===== src/rtl/s27_scan_ctrl.sv =====
// Scan test controller for the scan-inserted s27 core. It loads the chain, applies
// one capture cycle, unloads and compares the response, and counts failing tests.
module s27_scan_ctrl #(
    parameter int CHAIN_LEN = 3,
    parameter int CNT_W     = 16
) (
    input  logic                 CK,
    input  logic                 RST_N,
    input  logic                 start,
    input  logic [CHAIN_LEN-1:0] load_vec,
    input  logic [CHAIN_LEN-1:0] exp_vec,
    input  logic                 scan_out,
    output logic                 scan_en,
    output logic                 scan_in,
    output logic                 busy,
    output logic                 done,
    output logic                 fail,
    output logic [CHAIN_LEN-1:0] unload_vec,
    output logic [CNT_W-1:0]     err_cnt
);

    localparam int BIT_W = $clog2(CHAIN_LEN + 1);
    localparam logic [BIT_W-1:0] LAST_BIT = BIT_W'(CHAIN_LEN - 1);

    typedef enum logic [2:0] {
        IDLE,
        SHIFT_IN,
        CAPTURE,
        SHIFT_OUT,
        DONE
    } state_t;

    state_t               state;
    logic [BIT_W-1:0]     bit_cnt;
    logic [CHAIN_LEN-1:0] load_sr;
    logic [CHAIN_LEN-1:0] exp_q;
    logic [CHAIN_LEN-1:0] unload_sr;
    logic [CHAIN_LEN-1:0] unload_next;
    logic                 mismatch;

    function automatic logic [CNT_W-1:0] sat_inc(input logic [CNT_W-1:0] v);
        return (&v) ? v : v + 1'b1;
    endfunction

    // The first bit sampled ends up in the MSB after CHAIN_LEN left shifts.
    assign unload_next = {unload_sr[CHAIN_LEN-2:0], scan_out};
    assign mismatch    = (unload_next != exp_q);

    always_ff @(posedge CK) begin
        if (!RST_N) begin
            state      <= IDLE;
            bit_cnt    <= '0;
            load_sr    <= '0;
            exp_q      <= '0;
            unload_sr  <= '0;
            scan_en    <= 1'b0;
            scan_in    <= 1'b0;
            busy       <= 1'b0;
            done       <= 1'b0;
            fail       <= 1'b0;
            unload_vec <= '0;
            err_cnt    <= '0;
        end else begin
            case (state)
                IDLE: begin
                    if (start) begin
                        // MSB goes out immediately; the rest are queued MSB-first.
                        scan_in <= load_vec[CHAIN_LEN-1];
                        load_sr <= {load_vec[CHAIN_LEN-2:0], 1'b0};
                        exp_q   <= exp_vec;
                        scan_en <= 1'b1;
                        busy    <= 1'b1;
                        bit_cnt <= '0;
                        state   <= SHIFT_IN;
                    end
                end
                SHIFT_IN: begin
                    if (bit_cnt == LAST_BIT) begin
                        scan_en <= 1'b0;
                        state   <= CAPTURE;
                    end else begin
                        scan_in <= load_sr[CHAIN_LEN-1];
                        load_sr <= {load_sr[CHAIN_LEN-2:0], 1'b0};
                        bit_cnt <= bit_cnt + 1'b1;
                    end
                end
                CAPTURE: begin
                    scan_en <= 1'b1;
                    scan_in <= 1'b0;
                    bit_cnt <= '0;
                    state   <= SHIFT_OUT;
                end
                SHIFT_OUT: begin
                    unload_sr <= unload_next;
                    if (bit_cnt == LAST_BIT) begin
                        scan_en    <= 1'b0;
                        busy       <= 1'b0;
                        done       <= 1'b1;
                        unload_vec <= unload_next;
                        fail       <= mismatch;
                        if (mismatch) begin
                            err_cnt <= sat_inc(err_cnt);
                        end
                        state <= DONE;
                    end else begin
                        bit_cnt <= bit_cnt + 1'b1;
                    end
                end
                DONE: begin
                    done  <= 1'b0;
                    state <= IDLE;
                end
                default: state <= IDLE;
            endcase
        end
    end

endmodule

===== config.mk =====
export PLATFORM = sky130hd
export DESIGN_NAME = s27_scan_ctrl
export DESIGN_NICKNAME = d
export VERILOG_FILES = /design/src/rtl/s27_scan_ctrl.sv
export SDC_FILE = /design/constraint.sdc
export NUM_CORES = 1
export LEC_CHECK = 0
export ABC_AREA = 1
export BUFFER_PORTS_ARGS = -buffer_cell sky130_fd_sc_hd__buf_4
export CELL_PAD_IN_SITES_DETAIL_PLACEMENT = 0
export CELL_PAD_IN_SITES_GLOBAL_PLACEMENT = 1
export CORE_MARGIN = 8
export CORE_UTILIZATION = 40
export CTS_CLUSTER_DIAMETER = 40
export DETAILED_ROUTE_END_ITERATION = 10
export PLACE_DENSITY_LB_ADDON = 0.15
export RECOVER_POWER = 100
export SLEW_MARGIN = 25
export SYNTH_ARGS = -nofsm -noshare
export SYNTH_HDL_FRONTEND = slang
export SYNTH_SLANG_ARGS = --single-unit

===== constraint.sdc =====
create_clock -name CK -period 2.9 [get_ports CK]
set_clock_uncertainty 0.05 [all_clocks]
set_input_delay 0.58 -clock CK [delete_from_list [all_inputs] [get_ports CK]]
set_output_delay 0.58 -clock CK [all_outputs]
set_load 0.01 [all_outputs]

; ---- Yosys cells after proc, flatten, opt, wreduce, memory -nomap -nowiden
; Cells that the tools add are included.
[op_classes]
addsub = 2
eq_ne = 12
n_mux = 19
n_bitwise = 1
n_reduce_logical = 18
[ops]
columns = operator, count
row1 = AND reduction 3 bit, 6
row2 = adder 16 x 1 -> 16 bit (second input constant), 1
row3 = AND reduction 16 bit, 1
row4 = 2-to-1 mux 3 bit, 5
row5 = case mux 3 bit (4 select lines), 1
row6 = inequality test 2 bit (second input constant), 5
row7 = equality test 3 x 2 -> 1 bit (second input constant), 2
row8 = case mux 1 bit (3 select lines), 2
row9 = case mux 2 bit (3 select lines), 1
row10 = case mux 3 bit (2 select lines), 1
row11 = AND reduction 2 bit, 3
row12 = nonzero test 2 bit, 3
row13 = nonzero test 3 bit, 2
row14 = 2-to-1 mux 1 bit, 5
row15 = 2-to-1 mux 2 bit, 2
row16 = case mux 1 bit (2 select lines), 2
row17 = AND reduction 4 bit, 1
row18 = equality test 3 x 1 -> 1 bit (second input constant), 1
row19 = equality test 3 bit (second input constant), 1
row20 = logical NOT 3 bit, 1
row21 = inequality test 3 bit, 1
row22 = adder 2 x 1 -> 2 bit (second input constant), 1
row23 = equality test 2 bit (second input constant), 1
row24 = inequality test 2 x 1 -> 1 bit (second input constant), 1
row25 = other kinds (2), 2
[word_totals]
regBits = 37
inputBits = 10
output_inout_bits = 24
word_cells = 64

; ---- Longest topological paths before layout
; Gate-level depths: netlist of run 1.
[logic_depth]
ltp_word = 4
mapped_depth = 11
ltp_nobuf = 11

; ---- Least setup slack after synthesis of run 1
; OpenSTA, ideal clock, no wires.
[synth_path]
kind = flip-flop to flip-flop
from = register err_cnt[0]
to = register err_cnt[11]
setup_time_ns = 0.115
arrival_time_ns = 1.415
required_time_ns = 2.735
slack_ns = 1.320
stages_incl_launch_ff = 10
n_path_buf = 1
period_less_slack_ns = 1.580
cell_sequence = dfxtp_1 ha_1 nand2_2 nor2_4 nand2_4 nor2_8 buf_12 nor2_2 a21oi_1 nor2_1
[synth_via]
elab_chain_len = 3
elab_cells_between_ends = 4
classes_between = add/sub: 1 / bitwise: 1 / reduce/logical: 2
[synth_rtl]
columns = element, line_no
row1 = start: declaration, 19  ; output logic [CNT_W-1:0] err_cnt
row2 = start signal: assignment, 102  ; err_cnt <= sat_inc(err_cnt);
row3 = branches (longest 3 deep; another with adder 16 x 1 -> 16 bit), --
; Parallel ways; which one is timed is not known.
; A chain may end at the register's enable or synchronous reset.

==> results.toml, run 1 <==
[outcome]
outcome = "complete, no violations"

[yosys]
post_synth.cell_area_avg_um2 = 7.00
yosys_warnings = 0
post_synth_num_cell_types = 25
ys_seq_area_frac = 0.375
netlist_instances = 274
synth.net_count = 286
synthesis.area_um2 = 1920
yosys_register_bits = 36

[floorplan]
std_cell_rows = 25
initial_utilization = 0.412
io-pin-count = 34
dieArea_um2 = 7270
die_w_um = 85.3
fp.coreArea_um2 = 4660
die_outline_height_um = 85.3

[setup_path]
crit_path_dat_ps = 2160
reg2reg_from = "err_cnt[0]"
r2r_setup_slack_ps = 1130
cells_along_the_critical_path = "clkbuf_1, inv_1, a21oi_1, o21ai_0, inv_1"
crit_path_buffers_inverters = 3
worst-setup-path-type = "primary input to flip-flop"
cpMaxStageDelayCell = "clkbuf_1"
critical_path.max_fanout = 23
timing.critical_path.max_delay_family = "buffers and inverters"
timing.reg2reg.worst_path_depth = 9
critPathMostFrequentCell = "inv_1"
max_stage_delay_ps = 710
crit_required_ps = 3090
setup.worst_path.end_class = "flip-flop"
worst_setup_path_start_kind = "primary input"
r2r_end = "err_cnt[1]"

[hold_path]
hold_path_end = "unload_vec[0]"
hold_path_depth = 2
hp-class = "flip-flop to flip-flop"
timing.hold.worst.start = "unload_vec[0]"

[grt]
global_route.overflow_total = 0
antenna_found_initial = 0
grt_total_usage = 0.122
maximum_number_of_pins_on_one_net_before_global_route_repair = 24
grt_pass1_wl_mm = 7.34
grt_pass1_vias = 1678

[timing]
report.final.setup_viol = 0
worst_slew_margin_rel = 0.347
rsz0062_at_grt = "no"
tightest_slew_ps = 979
min_period_over_period = 0.680
final_count_of_pins_violating_max_slew = 0
fin_worst_hold_slack_ps = 416
max_frequency_mhz = 507
setup-tns-final_ps = 0
finalCriticalPeriod_ps = 1970
timing.final.hold_violations = 0

[route]
count_of_nets_left_with_antenna_violations_after_detail_routing = 0
routedWlPerCell_um = 11.3
detailedRoute.firstPassIterationCount = 4
num_vias = 1725
drt-vias-per-instance = 4.75
initial_detailed_routing_violation_count = 46
route.final.wire_length_mm = 4.12
remaining_drc_errors = 0

[placement]
placement.io_buffers = 33
dpl.hpwl_mm = 3.11
gp_routability_congestion = 0.768

[power_and_ir_drop]
power.density_cell_area_nw_per_um2 = 524
total_leakage_power_nw = 0.962
vdd_ir_drop_max_uv = 278

[cts]
numClockSinks = 36
clk_transition_reported_paths_ps = 70
worstSkewPairLatency_ps = 290
ctsLongestPathBuffers = 2
postCtsResizedCells = 0
tritoncts = "yes"
cts-root-buf = "clkbuf_8"
h-tree-depth = 2
cts_post_setup_buffers_inserted = 0
number_of_buffers_created_by_cts = 5
hold_buf_count_cts = 0

[final_layout]
finish.net_count = 320
share_of_post_route_cells_with_drive_strength_above_1 = 0.107
flow.area_growth_from_synthesis_pct = 12.4
n_antenna_cell = 0

[run]
maxCapViolations = 0
-- kinds of logic (layout without fill, tap and decap cells) --
group / after synthesis / in the layout / synth area share
XOR/XNOR: 3 / 3 / 0.0137
buffers and inverters: 40 / 75 / 0.0997
flip-flops: 36 / 36 / 0.375
AO/OA/AOI/OAI: 39 / 39 / 0.104
AND/OR/NAND/NOR: 154 / 154 / 0.394
adder cells (fa/ha/maj): 2 / 2 / 0.0130
-- cell usage in the layout, fill, tap and decap left out --
cell type | Yosys | final
a21oi_1 | 27 | 27
a31oi_1 | 1 | 1
buf_4 | 0 | 8
bufinv_16 | 0 | 1
clkbuf_1 | 1 | 25
clkbuf_8 | 0 | 7
clkinv_1 | 0 | 1
clkinv_2 | 1 | 1
dfxtp_1 | 36 | 36
ha_1 | 2 | 2
inv_1 | 31 | 31
inv_2 | 2 | 1
nand2_1 | 70 | 71
nand2_2 | 1 | 1
nand2_4 | 4 | 3
nand3_1 | 21 | 21
nand3_2 | 4 | 4
nor2_1 | 35 | 47
nor2_2 | 12 | 2
nor2_4 | 4 | 2
nor2_8 | 2 | 2
o211ai_1 | 1 | 1
o21ai_0 | 10 | 10
or2_2 | 1 | 1
xnor2_1 | 2 | 2
xor2_1 | 1 | 1
-- stage by stage --
| step | total power [mW] | setup WS, ps | cell area (um2) | cells | utilization |
|---|---|---|---|---|---|
| 2_1_floorplan | 0.623 | 1320 | 1920 | 274 | - |
| 3_3_place_gp | 0.661 | 1100 | 2170 | 355 | 0.466 |
| 3_5_place_dp | 0.662 | 1080 | 2170 | 355 | 0.466 |
| 4_1_cts | 1.15 | 1200 | 2300 | 363 | 0.493 |
| 5_1_grt | 1.19 | 677 | 2160 | 363 | 0.463 |
| 6_report | 1.13 | 928 | 2160 | 363 | 0.463 |
-- how the worst max path moves through the flow --
stage	endpoint	cells past startpoint	slack (ps)	start
3_3_place_gp	err_cnt[15]	9	1100	scan_out
2_1_floorplan	err_cnt[11]	9	1320	err_cnt[0]
6_report	bit_cnt[0]	5	930	RST_N
3_5_place_dp	err_cnt[15]	9	1080	scan_out
5_1_grt	bit_cnt[0]	5	680	RST_N
4_1_cts	err_cnt[15]	8	1200	bit_cnt[0]
-- Yosys cell counts (all sizes together) --
cell	instances	area share
dfxtp	36	0.38
nand2	75	0.16
o211ai	1	0.0039
or2	1	0.0033
nor2	53	0.15
o21ai	10	0.026
buf	5	0.031
nand3	25	0.076
inv	33	0.065
a31oi	1	0.0033
clkinv	1	0.0026
clkbuf	1	0.0020
ha	2	0.013
a21oi	27	0.070
xor2	1	0.0046
xnor2	2	0.0091
-- flip-flops by register name, summed over array words and instances, names as in the netlist --
| register | cells |
|---|---|
| err_cnt | 16 |
| exp_q | 3 |
| state | 3 |
| unload_vec | 3 |
| bit_cnt | 2 |
| load_sr | 2 |
| unload_sr | 2 |
| busy | 1 |
| done | 1 |
| fail | 1 |
| scan_en | 1 |
| scan_in | 1 |
-- routing by layer --
metal | GRT usage | part of all wire | routed length, um
met5 | 0 | 0 | 0
met2 | 0.211 | 0.47 | 1950
met4 | 0.0525 | 0.017 | 71
met3 | 0.0425 | 0.049 | 203
met1 | 0.133 | 0.46 | 1890
-- tightest hold or removal path, cell delays in order (launching register included) --
cell	delay [ps]
dfxtp_1	310
nand2_1	60
a21oi_1	50
-- where the power goes --
part | total [mW] | internal [mW] | switching, mW | leakage [nW]
clock | 0.488 | 0.303 | 0.184 | 0.0645
sequential | 0.527 | 0.516 | 0.0119 | 0.293
combinational | 0.115 | 0.0407 | 0.0747 | 0.605
total | 1.13 | 0.860 | 0.271 | 0.962
-- cell type report --
cell class,instances,area (um2)
Inverter,34,129
Clock inverter,1,30.0
Tap cell,54,67.6
Multi-Input combinational cell,198,960
Sequential cell,36,721
Clock buffer,7,96.3
Fill cell,530,2500
Timing Repair Buffer,33,154
Power figures use the tool's default switching activity.
==> inputs of run 2 (changes only) <==
--- a/config.mk
+++ b/config.mk
@@ -10,7 +10,7 @@
 export CELL_PAD_IN_SITES_DETAIL_PLACEMENT = 0
 export CELL_PAD_IN_SITES_GLOBAL_PLACEMENT = 1
 export CORE_MARGIN = 8
-export CORE_UTILIZATION = 40
+export CORE_UTILIZATION = 39
 export CTS_CLUSTER_DIAMETER = 40
 export DETAILED_ROUTE_END_ITERATION = 10
 export PLACE_DENSITY_LB_ADDON = 0.15
==> constraint.sdc (replaced) <==
create_clock -name CK -period 1.9 [get_ports CK]
set_clock_uncertainty 0.05 [all_clocks]
set_input_delay 0.38 -clock CK [delete_from_list [all_inputs] [get_ports CK]]
set_output_delay 0.38 -clock CK [all_outputs]
set_load 0.01 [all_outputs]
==> run 2 against run 1 <==
  * Combinational power up 57%
  * Setup slack worse by 700 ps
  * Design area up 0.93%
  * Wire length is 2.8% higher
  * First-iteration DRC count increased by 2.2%
  * Via count shrank 0.12%
  * Hold slack got worse by 100 ps
  * Largest power group unchanged
==> results.toml, run 2 (synthesized netlist as in run 1, its figures left out) <==
[power_and_ir_drop]
vdd_ir_drop_max_uv = 366
total_leakage_power_nw = 0.953
power.density_cell_area_nw_per_um2 = 714
p_total_mw = 1.55

[run]
maxCapViolations = 0

[final_layout]
finish.net_count = 321
share_of_post_route_cells_with_drive_strength_above_1 = 0.142
finish.instance_area_um2 = 2180
most-common-layout-cells = "71 x nand2_1, 37 x nor2_1, 36 x dfxtp_1"
final_common_cell = "nand2_1"
final.fill_count = 530
largest_reg_flops = 16
n_antenna_cell = 0
top_register = "err_cnt"
flow.area_growth_from_synthesis_pct = 13.4

[cts]
hold_buf_count_cts = 0
numClockSinks = 36
number_of_buffers_created_by_cts = 5
worstSkewPairLatency_ps = 290
clk_transition_reported_paths_ps = 70
cts_post_setup_buffers_inserted = 0
postCtsResizedCells = 0
h-tree-depth = 2
ctsLongestPathBuffers = 2
cts-root-buf = "clkbuf_8"
tritoncts = "yes"

[route]
detailedRoute.firstPassIterationCount = 4
num_vias = 1723
remaining_drc_errors = 0
initial_detailed_routing_violation_count = 47
route.final.wire_length_mm = 4.24
count_of_nets_left_with_antenna_violations_after_detail_routing = 0
drt-vias-per-instance = 4.57
routedWlPerCell_um = 11.2

[floorplan]
io-pin-count = 34
initial_utilization = 0.406
dieArea_um2 = 7420
die_w_um = 86.2
std_cell_rows = 25
die_outline_height_um = 86.2
fp.coreArea_um2 = 4720

[timing]
setup-tns-final_ps = 0
tightest_slew_ps = 452
report.final.setup_viol = 0
rsz0062_at_grt = "no"
final_count_of_pins_violating_max_slew = 0
timing.final.hold_violations = 0
worst_slew_margin_rel = 0.698
max_frequency_mhz = 599
finalCriticalPeriod_ps = 1670
min_period_over_period = 0.879

[hold_path]
hp-class = "primary input to flip-flop"

[setup_path]
crit_required_ps = 2040
worst-setup-path-type = "flip-flop to flip-flop"
worst_setup_path_start_kind = "flip-flop"
crit_path_dat_ps = 1810
critical_path.max_fanout = 12
setup.worst_path.end_class = "flip-flop"

[grt]
grt_total_usage = 0.124
antenna_found_initial = 0
grt_pass1_wl_mm = 7.38
global_route.overflow_total = 0
maximum_number_of_pins_on_one_net_before_global_route_repair = 23
grt_pass1_vias = 1646

[outcome]
outcome = "complete, no violations"

[placement]
dpl.hpwl_mm = 3.11
gp_routability_congestion = 0.749
placement.io_buffers = 33
placedInstanceArea_um2 = 2200
[run 2: cell types whose count changed in the layout (fill, tap and decap cells not counted)]
cell       before  now
buf_4           8   10
clkinv_2        1    0
inv_2           1    3
bufinv_16       1    0
clkbuf_8        7    6
clkinv_1        1    0
nor2_2          2   11
nor2_4          2    3
clkbuf_1       25   26
nor2_1         47   37
[run 2: final timing paths]
check                                   start             to  slack (ps)  cells after the start
worst max-delay path               err_cnt[0]     err_cnt[7]         230                      8
worst min-delay path              load_vec[0]     load_sr[1]         310                      3
worst max register to register     err_cnt[0]     err_cnt[7]         230                      8
worst min register to register  unload_vec[1]  unload_vec[1]         410                      2
[run 2: cell type report]
type | count | area (um2) | share of cell area
Multi-Input combinational cell | 198 | 990 | 0.455
Inverter | 34 | 128 | 0.0586
Timing Repair Buffer | 34 | 165 | 0.0759
Clock buffer | 8 | 90.1 | 0.0414
Sequential cell | 36 | 721 | 0.331
Tap cell | 67 | 83.8 | 0.0385
[run 2: routing by layer]
metal | vias up | global-route usage | wire, um
li1 | 929 | - | -
met1 | 757 | 0.130 | 1920
met2 | 31 | 0.214 | 2000
met3 | 6 | 0.0478 | 255
met4 | 0 | 0.0525 | 65
met5 | - | 0 | 0
[run 2: stage by stage]
stage	setup slack (ps)	utilization	cells	hold WS, ps
global placement	245	0.465	369	403
detailed placement	212	0.465	369	405
floorplan	320	-	274	394
global route	31.0	0.461	377	314
CTS	230	0.484	377	302
finish	230	0.461	377	312
[run 2: power breakdown]
group | internal, mW | switching (mW) | total, mW
combinational | 0.0643 | 0.117 | 0.181
clock | 0.296 | 0.272 | 0.568
sequential | 0.787 | 0.0182 | 0.805
[run 2: worst max-delay path, stage by stage, from the launching register on]
cell and delay (ps):
dfxtp_1 400, ha_1 230, nand2_1 100, nor2_4 100, nand2_2 120, nor2_8 260
nor2_1 110, a21oi_1 150, nor2_1 60
==> inputs of run 3 (changes only) <==
--- a/config.mk
+++ b/config.mk
@@ -10,7 +10,7 @@
 export CELL_PAD_IN_SITES_DETAIL_PLACEMENT = 0
 export CELL_PAD_IN_SITES_GLOBAL_PLACEMENT = 1
 export CORE_MARGIN = 8
-export CORE_UTILIZATION = 39
+export CORE_UTILIZATION = 32
 export CTS_CLUSTER_DIAMETER = 40
 export DETAILED_ROUTE_END_ITERATION = 10
 export PLACE_DENSITY_LB_ADDON = 0.15
==> run 3 against run 2 <==
  * Global-route usage down 1.9 points
  * Non-clock buffer count stayed put
  * Register-to-register slack hardly changed
  * Combinational power is essentially flat
  * Wire length grew 5.0%
  * Die area is 18% higher
  * Core utilization down 8.3 points
  * Clock power rose by 33%
  * Hold slack gained 5.2 ps
  * Largest cell class unchanged
  * Highest routed layer unchanged
==> results.toml, run 3 (synthesized netlist as in run 1, its figures left out) <==
[route]
wirelength_met1_mm = 2.17
initial_detailed_routing_violation_count = 76
route.top_layer_used = "met4"
num_vias = 1705
detailedRoute.firstPassIterationCount = 4
dr_wl_met2_mm = 1.93
drt-vias-per-instance = 4.43
count_of_nets_left_with_antenna_violations_after_detail_routing = 0
met3RoutedLength_um = 274
remaining_drc_errors = 0
routedWlPerCell_um = 11.6
route.final.wire_length_mm = 4.45

[power_and_ir_drop]
power_frac_seq = 0.463
p_total_mw = 1.73
switchingPower_uw = 422
comb_power_share = 0.104
sw_frac_of_total = 0.243
power.density_cell_area_nw_per_um2 = 784
clock_power_share = 0.434
vdd_ir_drop_max_uv = 343
total_leakage_power_nw = 0.978
p_int_mw = 1.31

[final_layout]
finish.net_count = 321
flow.area_growth_from_synthesis_pct = 15.3
most-common-layout-cells = "71 x nand2_1, 36 x nor2_1, 36 x dfxtp_1"
top_register = "err_cnt"
final_common_cell = "nand2_1"
n_antenna_cell = 0
largest_reg_flops = 16
share_of_post_route_cells_with_drive_strength_above_1 = 0.142
layout.cells.non_filler = 385
finish.instance_area_um2 = 2210

[setup_path]
r2r_setup_slack_ps = 220
setup.worst_path.end_class = "flip-flop"
reg2reg_from = "state[0]"
r2r_end = "err_cnt[6]"
cells_along_the_critical_path = "inv_1, nor2_4, nand2_1, nor2_8, nand2_4, clkinv_2, nand3_1, nand2_1, nor2_1"
crit_path_dat_ps = 1810
max_stage_delay_ps = 310
worst_setup_path_start_kind = "flip-flop"
cpMaxStageDelayCell = "dfxtp_1"
critical_path.max_fanout = 22
crit_required_ps = 2030
path_depth = 9
critPathMostFrequentCell = "nand2_1"
timing.reg2reg.worst_path_depth = 9
worst-setup-path-type = "flip-flop to flip-flop"
crit_path_buffers_inverters = 2
timing.critical_path.max_delay_family = "simple AND/OR/NAND/NOR gates"

[outcome]
outcome = "complete, no violations"

[floorplan]
die_outline_height_um = 93.4
fp.coreArea_um2 = 5850
io-pin-count = 34
dieArea_um2 = 8730
initial_utilization = 0.328
die_w_um = 93.4
std_cell_rows = 28

[grt]
global_route.overflow_total = 0
grt_pass1_vias = 1603
grt_pass1_wl_mm = 7.33
grt_total_usage = 0.104
maximum_number_of_pins_on_one_net_before_global_route_repair = 23
antenna_found_initial = 0

[timing]
finalCriticalPeriod_ps = 1680
min_period_over_period = 0.882
max_frequency_mhz = 596
tightest_slew_ps = 463
setup-tns-final_ps = 0
rsz0062_at_grt = "no"
worst_slew_margin_rel = 0.691
timing.final.hold_violations = 0
final_count_of_pins_violating_max_slew = 0
report.final.setup_viol = 0

[cts]
ctsLongestPathBuffers = 2
worstSkewPairLatency_ps = 290
hold_buf_count_cts = 0
tritoncts = "yes"
clk_transition_reported_paths_ps = 80
h-tree-depth = 2
cts-root-buf = "clkbuf_8"
postCtsResizedCells = 0
numClockSinks = 36
number_of_buffers_created_by_cts = 5
cts_post_setup_buffers_inserted = 0

[run]
maxCapViolations = 0

[placement]
dpl.hpwl_mm = 3.24
placedInstanceArea_um2 = 2210
gp_routability_congestion = 0.754
dpl.cell_count = 377
placement.io_buffers = 33

[hold_path]
hold_path_end = "load_sr[1]"
hp-class = "primary input to flip-flop"
timing.hold.worst.start = "load_vec[0]"
hold_path_depth = 3
==> run 3: cell count changes in the layout (fill, tap and decap cells not counted), sizes merged <==
cell / previous run / this run
clkinv: 0 / 1
inv: 34 / 33
bufinv: 0 / 1
clkbuf: 32 / 31
==> run 3: area by class of cell <==
cell class,count,area [um2]
multi-input cells,198,977
clock buffers,7,96.3
inverters,34,129
well taps,75,93.8
repair buffers,34,165
flip-flops and latches,36,721
fillers,641,3640
clock inverters,1,30.0
==> run 3: worst min-delay path, stage by stage <==
cell and delay [ps]:
buf_4 110, nand3_1 70, a21oi_1 50
==> run 3: worst max path at each step <==
stage,endpoint,slack (ps),from
2_1_floorplan,err_cnt[11],320,err_cnt[0]
3_3_place_gp,err_cnt[11],220,scan_out
3_5_place_dp,err_cnt[11],230,scan_out
4_1_cts,err_cnt[13],220,bit_cnt[0]
5_1_grt,err_cnt[12],60,state[0]
6_report,err_cnt[6],220,state[0]
==> run 3: metal layers <==
layer | GRT usage | up-vias
met4 | 0.0443 | 0
met2 | 0.164 | 41
met1 | 0.124 | 729
met5 | 0 | -
met3 | 0.0393 | 9
li1 | - | 926
==> run 3: metrics by stage <==
stage	hold WS (ps)	util	worst slack [ps]
after floorplan	394	-	320
final	317	0.378	223
after global placement	403	0.377	220
after detailed placement	408	0.377	225
after CTS	305	0.399	223
after global routing	305	0.378	56.3
==> run 3: power by group through the flow <==
| stage | Clock [mW] | Combinational, mW | Sequential, mW |
|---|---|---|---|
| 3_5_place_dp | 0 | 0.191 | 0.822 |
| 2_1_floorplan | 0 | 0.126 | 0.824 |
| 6_report | 0.753 | 0.180 | 0.802 |
| 4_1_cts | 0.789 | 0.191 | 0.805 |
| 3_3_place_gp | 0 | 0.194 | 0.823 |
| 5_1_grt | 0.812 | 0.205 | 0.806 |
